$ cat src/rtl/query_pkg.sv
// Shared types and defaults for the query row double buffer and its reader.
package query_pkg;

    localparam int unsigned DEF_DATA_WIDTH = 11;
    localparam int unsigned DEF_ADDR_WIDTH = 7;
    localparam int unsigned DEF_ROW_LEN    = 128;

    typedef logic bank_idx_t;

    typedef enum logic [1:0] {
        ST_IDLE,
        ST_READ,
        ST_DRAIN,
        ST_RELEASE
    } reader_state_e;

endpackage

$ cat src/rtl/reader_skid_fifo.sv
// Synchronous FIFO that absorbs RAM read latency ahead of the downstream handshake.
module reader_skid_fifo
    import query_pkg::*;
#(
    parameter int unsigned DEPTH = 4,
    parameter int unsigned WIDTH = DEF_DATA_WIDTH,
    localparam int unsigned CNT_W = $clog2(DEPTH + 1)
) (
    input  logic             clk,
    input  logic             rst,
    input  logic             wr_i,
    input  logic [WIDTH-1:0] wr_data_i,
    input  logic             rd_i,
    output logic [WIDTH-1:0] head_o,
    output logic [CNT_W-1:0] count_o,
    output logic             full_o,
    output logic             empty_o
);

    localparam int unsigned PTR_W = (DEPTH > 1) ? $clog2(DEPTH) : 1;

    logic [WIDTH-1:0] mem_q [DEPTH];
    logic [PTR_W-1:0] wr_ptr_q, wr_ptr_d;
    logic [PTR_W-1:0] rd_ptr_q, rd_ptr_d;
    logic [CNT_W-1:0] count_q, count_d;

    function automatic logic [PTR_W-1:0] ptr_inc(input logic [PTR_W-1:0] p);
        return (p == PTR_W'(DEPTH - 1)) ? '0 : p + PTR_W'(1);
    endfunction

    always_comb begin
        wr_ptr_d = wr_ptr_q;
        rd_ptr_d = rd_ptr_q;
        count_d  = count_q;
        if (wr_i) wr_ptr_d = ptr_inc(wr_ptr_q);
        if (rd_i) rd_ptr_d = ptr_inc(rd_ptr_q);
        case ({wr_i, rd_i})
            2'b10:   count_d = count_q + CNT_W'(1);
            2'b01:   count_d = count_q - CNT_W'(1);
            default: count_d = count_q;
        endcase
    end

    always_ff @(posedge clk or posedge rst) begin
        if (rst) begin
            wr_ptr_q <= '0;
            rd_ptr_q <= '0;
            count_q  <= '0;
        end else begin
            wr_ptr_q <= wr_ptr_d;
            rd_ptr_q <= rd_ptr_d;
            count_q  <= count_d;
        end
    end

    // Storage is cleared so the head reads zero out of reset.
    always_ff @(posedge clk or posedge rst) begin
        if (rst) begin
            for (int i = 0; i < int'(DEPTH); i++) mem_q[i] <= '0;
        end else if (wr_i) begin
            mem_q[wr_ptr_q] <= wr_data_i;
        end
    end

    assign head_o  = mem_q[rd_ptr_q];
    assign count_o = count_q;
    assign full_o  = (count_q == CNT_W'(DEPTH));
    assign empty_o = (count_q == '0);

endmodule

$ cat src/rtl/query_row_reader.sv
// Streams a full query-row bank out of RAM in address order, then hands the bank back.
module query_row_reader
    import query_pkg::*;
#(
    parameter int unsigned DATA_WIDTH   = DEF_DATA_WIDTH,
    parameter int unsigned ADDR_WIDTH   = DEF_ADDR_WIDTH,
    parameter int unsigned ROW_LEN      = DEF_ROW_LEN,
    parameter int unsigned READ_LATENCY = 2,
    parameter int unsigned SKID_DEPTH   = 4
) (
    input  logic                  clk,
    input  logic                  rst,
    input  logic                  fsm_enable,
    input  logic                  row_valid,
    input  bank_idx_t             row_bank,
    output logic                  row_release,
    output logic                  ren,
    output logic [ADDR_WIDTH-1:0] radr,
    output bank_idx_t             rbank,
    input  logic [DATA_WIDTH-1:0] ram_data,
    output logic [DATA_WIDTH-1:0] receiver_data,
    input  logic                  receiver_full_n,
    output logic                  receiver_enq,
    output logic                  busy
);

    localparam int unsigned CNT_W      = $clog2(ROW_LEN + 1);
    localparam int unsigned SKID_CNT_W = $clog2(SKID_DEPTH + 1);
    localparam int unsigned CRED_W     = $clog2(SKID_DEPTH + READ_LATENCY + 2);

    reader_state_e           state_q, state_d;
    bank_idx_t               rbank_q, rbank_d;
    logic [CNT_W-1:0]        issued_q, issued_d;
    logic [CNT_W-1:0]        delivered_q, delivered_d;
    logic [ADDR_WIDTH-1:0]   radr_q, radr_d;
    logic                    ren_q, ren_d;
    logic                    release_q, release_d;
    logic                    busy_q, busy_d;
    logic [READ_LATENCY-1:0] pipe_q, pipe_d;

    logic                    skid_wr;
    logic [SKID_CNT_W-1:0]   skid_count;
    logic                    skid_full;
    logic                    skid_empty;
    logic [CRED_W-1:0]       inflight;
    logic [CRED_W-1:0]       credit_used;
    logic                    credit_ok;

    assign skid_wr      = pipe_q[READ_LATENCY-1];
    assign receiver_enq = !skid_empty && receiver_full_n;
    assign pipe_d       = READ_LATENCY'({pipe_q, ren_q});

    reader_skid_fifo #(
        .DEPTH (SKID_DEPTH),
        .WIDTH (DATA_WIDTH)
    ) u_skid (
        .clk       (clk),
        .rst       (rst),
        .wr_i      (skid_wr),
        .wr_data_i (ram_data),
        .rd_i      (receiver_enq),
        .head_o    (receiver_data),
        .count_o   (skid_count),
        .full_o    (skid_full),
        .empty_o   (skid_empty)
    );

    // Slots claimed next cycle if nothing new issues: reads in flight plus skid, less this cycle's pop.
    always_comb begin
        inflight = CRED_W'(ren_q);
        for (int i = 0; i < int'(READ_LATENCY); i++) begin
            inflight = inflight + CRED_W'(pipe_q[i]);
        end
        credit_used = inflight + CRED_W'(skid_count) - CRED_W'(receiver_enq);
        credit_ok   = (credit_used < CRED_W'(SKID_DEPTH));
    end

    always_comb begin
        state_d     = state_q;
        rbank_d     = rbank_q;
        issued_d    = issued_q;
        delivered_d = delivered_q;
        radr_d      = radr_q;
        ren_d       = 1'b0;
        release_d   = 1'b0;
        if (receiver_enq) delivered_d = delivered_q + CNT_W'(1);

        unique case (state_q)
            ST_IDLE: begin
                if (row_valid && fsm_enable) begin
                    state_d     = ST_READ;
                    rbank_d     = row_bank;
                    issued_d    = '0;
                    delivered_d = '0;
                end
            end
            ST_READ: begin
                if (fsm_enable && (issued_q < CNT_W'(ROW_LEN)) && credit_ok) begin
                    ren_d    = 1'b1;
                    radr_d   = ADDR_WIDTH'(issued_q);
                    issued_d = issued_q + CNT_W'(1);
                end
                if (issued_d == CNT_W'(ROW_LEN)) state_d = ST_DRAIN;
            end
            ST_DRAIN: begin
                // Release is raised together with the state change so it follows the last word directly.
                if (delivered_d == CNT_W'(ROW_LEN)) begin
                    state_d   = ST_RELEASE;
                    release_d = 1'b1;
                end
            end
            ST_RELEASE: begin
                state_d = ST_IDLE;
            end
            default: begin
                state_d = ST_IDLE;
            end
        endcase

        busy_d = (state_d != ST_IDLE);
    end

    always_ff @(posedge clk or posedge rst) begin
        if (rst) begin
            state_q     <= ST_IDLE;
            rbank_q     <= '0;
            issued_q    <= '0;
            delivered_q <= '0;
            radr_q      <= '0;
            ren_q       <= 1'b0;
            release_q   <= 1'b0;
            busy_q      <= 1'b0;
            pipe_q      <= '0;
        end else begin
            state_q     <= state_d;
            rbank_q     <= rbank_d;
            issued_q    <= issued_d;
            delivered_q <= delivered_d;
            radr_q      <= radr_d;
            ren_q       <= ren_d;
            release_q   <= release_d;
            busy_q      <= busy_d;
            pipe_q      <= pipe_d;
        end
    end

    assign ren         = ren_q;
    assign radr        = radr_q;
    assign rbank       = rbank_q;
    assign row_release = release_q;
    assign busy        = busy_q;

    a_skid_no_overflow: assert property (@(posedge clk) disable iff (rst)
        !(skid_wr && skid_full && !receiver_enq));

endmodule

$ cat config.mk
export PLATFORM = sky130hd
export DESIGN_NAME = query_row_reader
export DESIGN_NICKNAME = d
export VERILOG_FILES = /design/src/rtl/query_pkg.sv /design/src/rtl/reader_skid_fifo.sv /design/src/rtl/query_row_reader.sv
export SDC_FILE = /design/constraint.sdc
export NUM_CORES = 1
export LEC_CHECK = 0
export BUFFER_PORTS_ARGS = -buffer_cell sky130_fd_sc_hd__buf_2
export CAP_MARGIN = 20
export CORE_ASPECT_RATIO = 1.4
export CORE_MARGIN = 8
export CORE_UTILIZATION = 48
export CTS_CLUSTER_SIZE = 14
export DETAILED_ROUTE_END_ITERATION = 10
export PLACE_DENSITY_LB_ADDON = 0.25
export SYNTH_ARGS = -nofsm -noshare
export SYNTH_HDL_FRONTEND = slang
export SYNTH_SLANG_ARGS = --single-unit
$ cat constraint.sdc
create_clock -name clk -period 5.51 [get_ports clk]
set_input_delay 0.2755 -clock clk [delete_from_list [all_inputs] [get_ports clk]]
set_output_delay 0.2755 -clock clk [all_outputs]
set_load 0.05 [all_outputs]
# Word level (Yosys, flattened, before mapping)
# Index checks and enable logic that the tools add are counted.
# word_totals
regBits	82
input_bits	17
out_inout_bits	23
elab_cells	81
# op_classes
n_addsub	10
n_lt_le_gt_ge	5
eq_ne	10
mux	24
n_bitwise	2
n_reduce_logical	14
# ops
operator	n
$mux 8	6
$bwmux 44	1
$mux 11	3
$bmux 11 s2	1
$demux 11 s2	1
$add 8x1->8 const B	2
$eq 8x8->1 const B	2
$pmux 8 s2	1
$eq 2x2->1 const B	5
$mux 2	5
$lt 8x8->1 const B	1
$pmux 2 s4	1
$ge 3x3->1 const B	2
$not 2->3	2
$pmux 3 s2	1
$reduce_and 2->1	3
$reduce_bool 2->1	3
$logic_and 1x1->1	5
$add 2x1->2 const B	2
$eq 2x1->1 const B	2
$mux 1	4
$add 2x1->3	1
$add 3x1->3 const B	1
$add 3x3->3	1
9 further kinds	9

# Logic depth before layout (Yosys ltp)
# logic_depth
ltp_word	12
depth_mapped	12

# Cells and area by module
# Synthesis repeated with hierarchy kept, for this count alone.
# hier_totals
cells_unflattened	305
area_unflattened_um2	4070.2
# by_module_without_submodules
mod	n_inst	cells_each	area_each_um2	seq_area_each_um2
reader_skid_fifo	1	144	2356.0	1276.2
query_row_reader	1	161	1714.1	775.7

# Worst setup path after synthesis
# Ideal clock, no wire load.
# synth_path
path_kind	reg2reg
from	register u_skid.count_q[0] (netlist: u_skid.count_o[0])
to	register state_q[0]
t_arrival_ns	3.928
required_ns	5.373
slack_ns	1.445
stages_incl_launch_ff	13
path_buffers	0
cell_sequence	dfrtp_1 -> o31ai_1 -> inv_1 -> ha_1 -> inv_1 -> fa_1 -> ha_1 -> a31oi_2 -> xor2_1 -> a41oi_1 -> nand4b_1 -> nor4b_2 -> o21ai_0
# synth_via
elab_chain_cells	11
word_cells_on_any_way	15
classes_between	2 x add/sub; 1 x order compare; 2 x eq/ne; 6 x mux; 4 x reduce/logical
# synth_lines
element	line	source
from (decl)	reader_skid_fifo.sv:25	logic [CNT_W-1:0] count_q, count_d;
from (signal assigned)	reader_skid_fifo.sv:52	count_q <= count_d;
$logic_not 3->1 *	reader_skid_fifo.sv:68	assign empty_o = (count_q == '0);
$logic_not 1->1 *	query_row_reader.sv:50	assign receiver_enq = !skid_empty && receiver_full_n;
$logic_and 1x1->1 *	query_row_reader.sv:50	
net receiver_enq	query_row_reader.sv:23	output logic receiver_enq,
$sub 3x1->3	query_row_reader.sv:74	credit_used = inflight + CRED_W'(skid_count) - CRED_W'(receiver_enq);
$lt 3x3->1	query_row_reader.sv:75	credit_ok = (credit_used < CRED_W'(SKID_DEPTH));
$logic_and 1x1->1	query_row_reader.sv:98	if (fsm_enable && (issued_q < CNT_W'(ROW_LEN)) && credit_ok) begin
$mux 8	query_row_reader.sv:98	
$mux 8	query_row_reader.sv:88	unique case (state_q)
$eq 8x8->1	query_row_reader.sv:103	if (issued_d == CNT_W'(ROW_LEN)) state_d = ST_DRAIN;
$mux 2	query_row_reader.sv:103	
$pmux 2 s4 *	query_row_reader.sv:88	
net state_d[0]	query_row_reader.sv:31	reader_state_e state_q, state_d;
to (signal assigned)	query_row_reader.sv:135	state_q <= state_d;
to (decl)	query_row_reader.sv:31	
# The timed path passes the listed nets; every way through them passes the cells marked *. The select of a mux whose other input is x is not followed.
# A chain may end at the register's enable or synchronous reset.

# Final worst setup path
# layout_path
from	register u_skid.count_q[0] (netlist: u_skid.count_o[0])
to	register state_q[0]
# layout_via
elab_chain_cells	11
word_cells_on_any_way	15
classes_between	2 x add/sub; 1 x order compare; 2 x eq/ne; 6 x mux; 4 x reduce/logical
# layout_lines
element	line
branches (longest 10 deep; another with $add 3x3->3)	--
$pmux 2 s4 *	query_row_reader.sv:88
net state_d[0]	query_row_reader.sv:31
# Mark *: on every way through the listed nets, which the timed path passes. The select of a mux whose other input is x is not followed.

==> metrics.md <==
| Metric | Value |
|---|---|
| Chip Width | 93.2 µm |
| Yosys top cell by area | dfrtp_1 |
| Routed wire per std cell | 16.6 µm |
| Vias/cell | 5.48 |
| First-pass DRT Iterations | 4 |
| Worst min path class | in2async |
| Post-CTS sizing | 0 |
| First-pass GRT wire length | 13.3 mm |
| Tcrit/Tclk final | 77.5% |
| CP bufs+invs | 2 |
| TritonCTS clock tree | yes |
| Root Buffer | clkbuf_16 |
| DP Wirelength | 5.32 mm |
| Hold Buf Count CTS | 0 |
| DRT antenna net count | 0 |
| Peak supply drop | 0.375 mV |
| Initial antenna violation count | 0 |
| Via count | 2498 |
| Element type at the critical path end | flop |
| Yosys synthesis warning count | 0 |
| Share of layout cells above drive strength 1 | 38.4% |
| Post-synthesis cell type count | 50 |
| Die H | 124 µm |
| 1st-iter DRT viols | 98 |
| Max Cap Viol | 0 |
| Seq cells post-synth | 82 |
| Pins Over Slew Limit | 0 |
| Clock Latency Late Sink | 0.34 ns |
| Post-Syn Instances | 309 |
| Syn_area_per_cell | 13.0 µm² |
| Post-DP Area | 4300 µm² |
| Placer Congestion | 0.898 |
| Run status | completed |
| Slew HR | 41.2% |
| Final Core Density | 57.0% |
| Total global-route track usage | 14.8% |
| H-tree depth | 3 |
| Period minus WS final | 4.27 ns |
| Sequential area share after synthesis | 51.3% |
| Post-synthesis xor/xnor area fraction | 4.56% |
| Post-Syn Area | 4000 µm² |
| Post-synthesis simple-gate area fraction | 9.97% |
| Max incr delay on CP | 0.77 ns |
| Crit path max-delay family | compound AO/OA/AOI/OAI gates |
| Final Hold Violating Endpoints | 0 |
| DR DRC count | 0 |
| Postcts setup bufs | 0 |
| Clock Tree Buf Depth | 2 |
| Final layout net count | 379 |
| RSZ-0062 raised after global routing | no |
| Sink Count | 82 |
| Clk slew on worst S/H paths | 0.06 ns |
| I/O pins | 40 |
| Critical path arrival | 4.48 ns |
| Die ar. | 11600 µm² |
| Startpoint Class | flop |
| Leakage power | 2.09 nW |
| Area Growth Syn to Fin | 16.1% |
| Combinational family with the most area after synthesis | multiplexers |
| Final setup vio count | 0 |
| EDFF count, synth | 0 |
| Pin count of the biggest net entering global routing | 45 |
| Critical path required time | 5.72 ns |
| Pwr dens | 691 nW/µm² |
| Core Region | 8150 µm² |
| Starting density of the core | 49.1% |
| Post-synthesis mux area share | 21.9% |
| Synthesized-area fraction occupied by adder cells | 4.44% |
| FMAX | 234 MHz |
| Slowest cell on crit path | o31ai_1 |
| Async SR Flop Fraction | 100% |
| Post-route setup TNS | 0 ns |
| Vias in the first global route | 2740 |
| Top_reg_cell synth | dfrtp_1 |
| # rows | 39 |
| ANT cells | 0 |
| Post-synthesis compound-gate area fraction | 5.60% |
| IO buf count | 39 |
| Top cells by area, synth | dfrtp_1 (51%), mux2_2 (15%), mux4_2 (6.2%) |
| Syn nets | 339 |
| Synth cell count leaders | dfrtp_1 (82), mux2_2 (54), nor2_1 (20), nand2_1 (13), inv_1 (12) |
| Top-count cell post-synth | dfrtp_1 |
| Clock Skews | 0.00524 ns |
| GRT overflow | 0 |
| Cell Chain, Critical Path | o31ai_1, inv_1, ha_1, inv_1, fa_1, ha_1, a31oi_2, xor2_1, a41oi_1, nand4b_1, nor4b_2, o21ai_0 |
| Worst-Margin Slew | 0.874 ns |
| Routed WL | 7.57 mm |
| Worst-path fanout max | 8 |
| Cell area after layout | 4650 µm² |
| Top-area cell type share of the netlist area | 51.3% |
| Num CTS Buffers | 9 |
| Critical path type | reg2reg |
[through the flow]
step           std cells  hold slack (ns)  setup slack (ns)  total power, mW
2_1_floorplan        309            0.354              1.45             2.24
3_3_place_gp         440            0.360              1.39             2.49
4_1_cts              456           0.0359              1.21             3.25
3_5_place_dp         440            0.366              1.25             2.53
6_report             456           0.0202              1.24             3.21
5_1_grt              456           0.0701             0.814             3.42
[cell families (layout without fill, tap and decap cells)]
| group | after synthesis | count (layout) |
|---|---|---|
| buffers and inverters | 24 | 69 |
| muxes | 67 | 67 |
| and+or+nand+nor | 73 | 73 |
| xor gates and xnor gates | 17 | 17 |
| DFF | 82 | 82 |
| adders and majority gates | 13 | 13 |
| AOI/OAI and AO/OA | 33 | 33 |
[final timing paths]
path,cells after the start,slack [ns],end,startpoint
worst min-delay path,2,0.02,u_skid.mem_q[17],rst
worst max register to register,12,1.24,state_q[0],u_skid.count_o[0]
min in group clk,2,0.17,rbank,row_bank
max in group asynchronous,3,4.51,issued_q[0],rst
worst min register to register,0,0.38,pipe_q[1],pipe_q[0]
worst max-delay path,12,1.24,state_q[0],u_skid.count_o[0]
[registers in the layout (all words and copies together), names as in the netlist, 2 cells and up]
register	count
delivered_q	8
issued_q	8
pipe_q	2
radr	7
state_q	2
u_skid.count_o	3
u_skid.mem_q	44
u_skid.rd_ptr_q	2
u_skid.wr_ptr_q	2
[layer usage]
| metal | share of wire [%] | up-vias | track usage, % |
|---|---|---|---|
| li1 | - | 1191 | - |
| met1 | 41 | 1240 | 16.5 |
| met2 | 52 | 55 | 25.5 |
| met3 | 4.7 | 12 | 3.92 |
| met4 | 2.2 | 0 | 7.99 |
| met5 | 0 | - | 0 |
[layout make-up]
| class | count | area (µm²) |
|---|---|---|
| clock inverters | 6 | 113 |
| repair buffers | 41 | 210 |
| flip-flops and latches | 82 | 2050 |
| inverters | 12 | 46.3 |
| fillers | 697 | 3500 |
| well taps | 102 | 128 |
| clock buffers | 10 | 239 |
| multi-input cells | 203 | 1860 |
[worst register-to-register path, delay by kind of cell (launching register included)]
family	cells	cell delay, ns
fa+ha+maj	3	1.05
flops	1	0.44
compound gates	4	1.41
buf+inv	2	0.39
xor+xnor	1	0.33
simple gates	2	0.55
[report_power, final]
group	switching, mW	internal [mW]	total, mW
registers	0.217	0.858	1.08
logic	0.830	0.603	1.43
clock network	0.245	0.457	0.701
total	1.29	1.92	3.21
[cell usage in the layout (no fill, tap or decap), types with 2 or more instances in the layout]
cell	synthesis	final
bufinv_16	0	3
inv_1	12	11
nand2b_1	3	3
o21bai_1	2	2
clkinv_2	0	2
ha_1	11	11
dfrtp_1	82	82
mux4_2	11	11
nor2_1	20	20
o211ai_1	2	2
xor2_1	8	8
buf_2	1	39
xnor2_1	7	7
fa_1	2	2
o21ai_0	11	11
o31ai_1	3	3
and3_1	2	2
nand4_1	4	4
nand3_1	9	9
a31oi_1	2	2
mux2_2	54	54
clkbuf_16	0	9
nand2_1	13	13
a21oi_1	4	4
nor3_1	6	6
mux2i_1	2	2
nor2b_1	2	2
buf_4	0	2
or2b_2	2	2
Power figures use the tool's default switching activity.
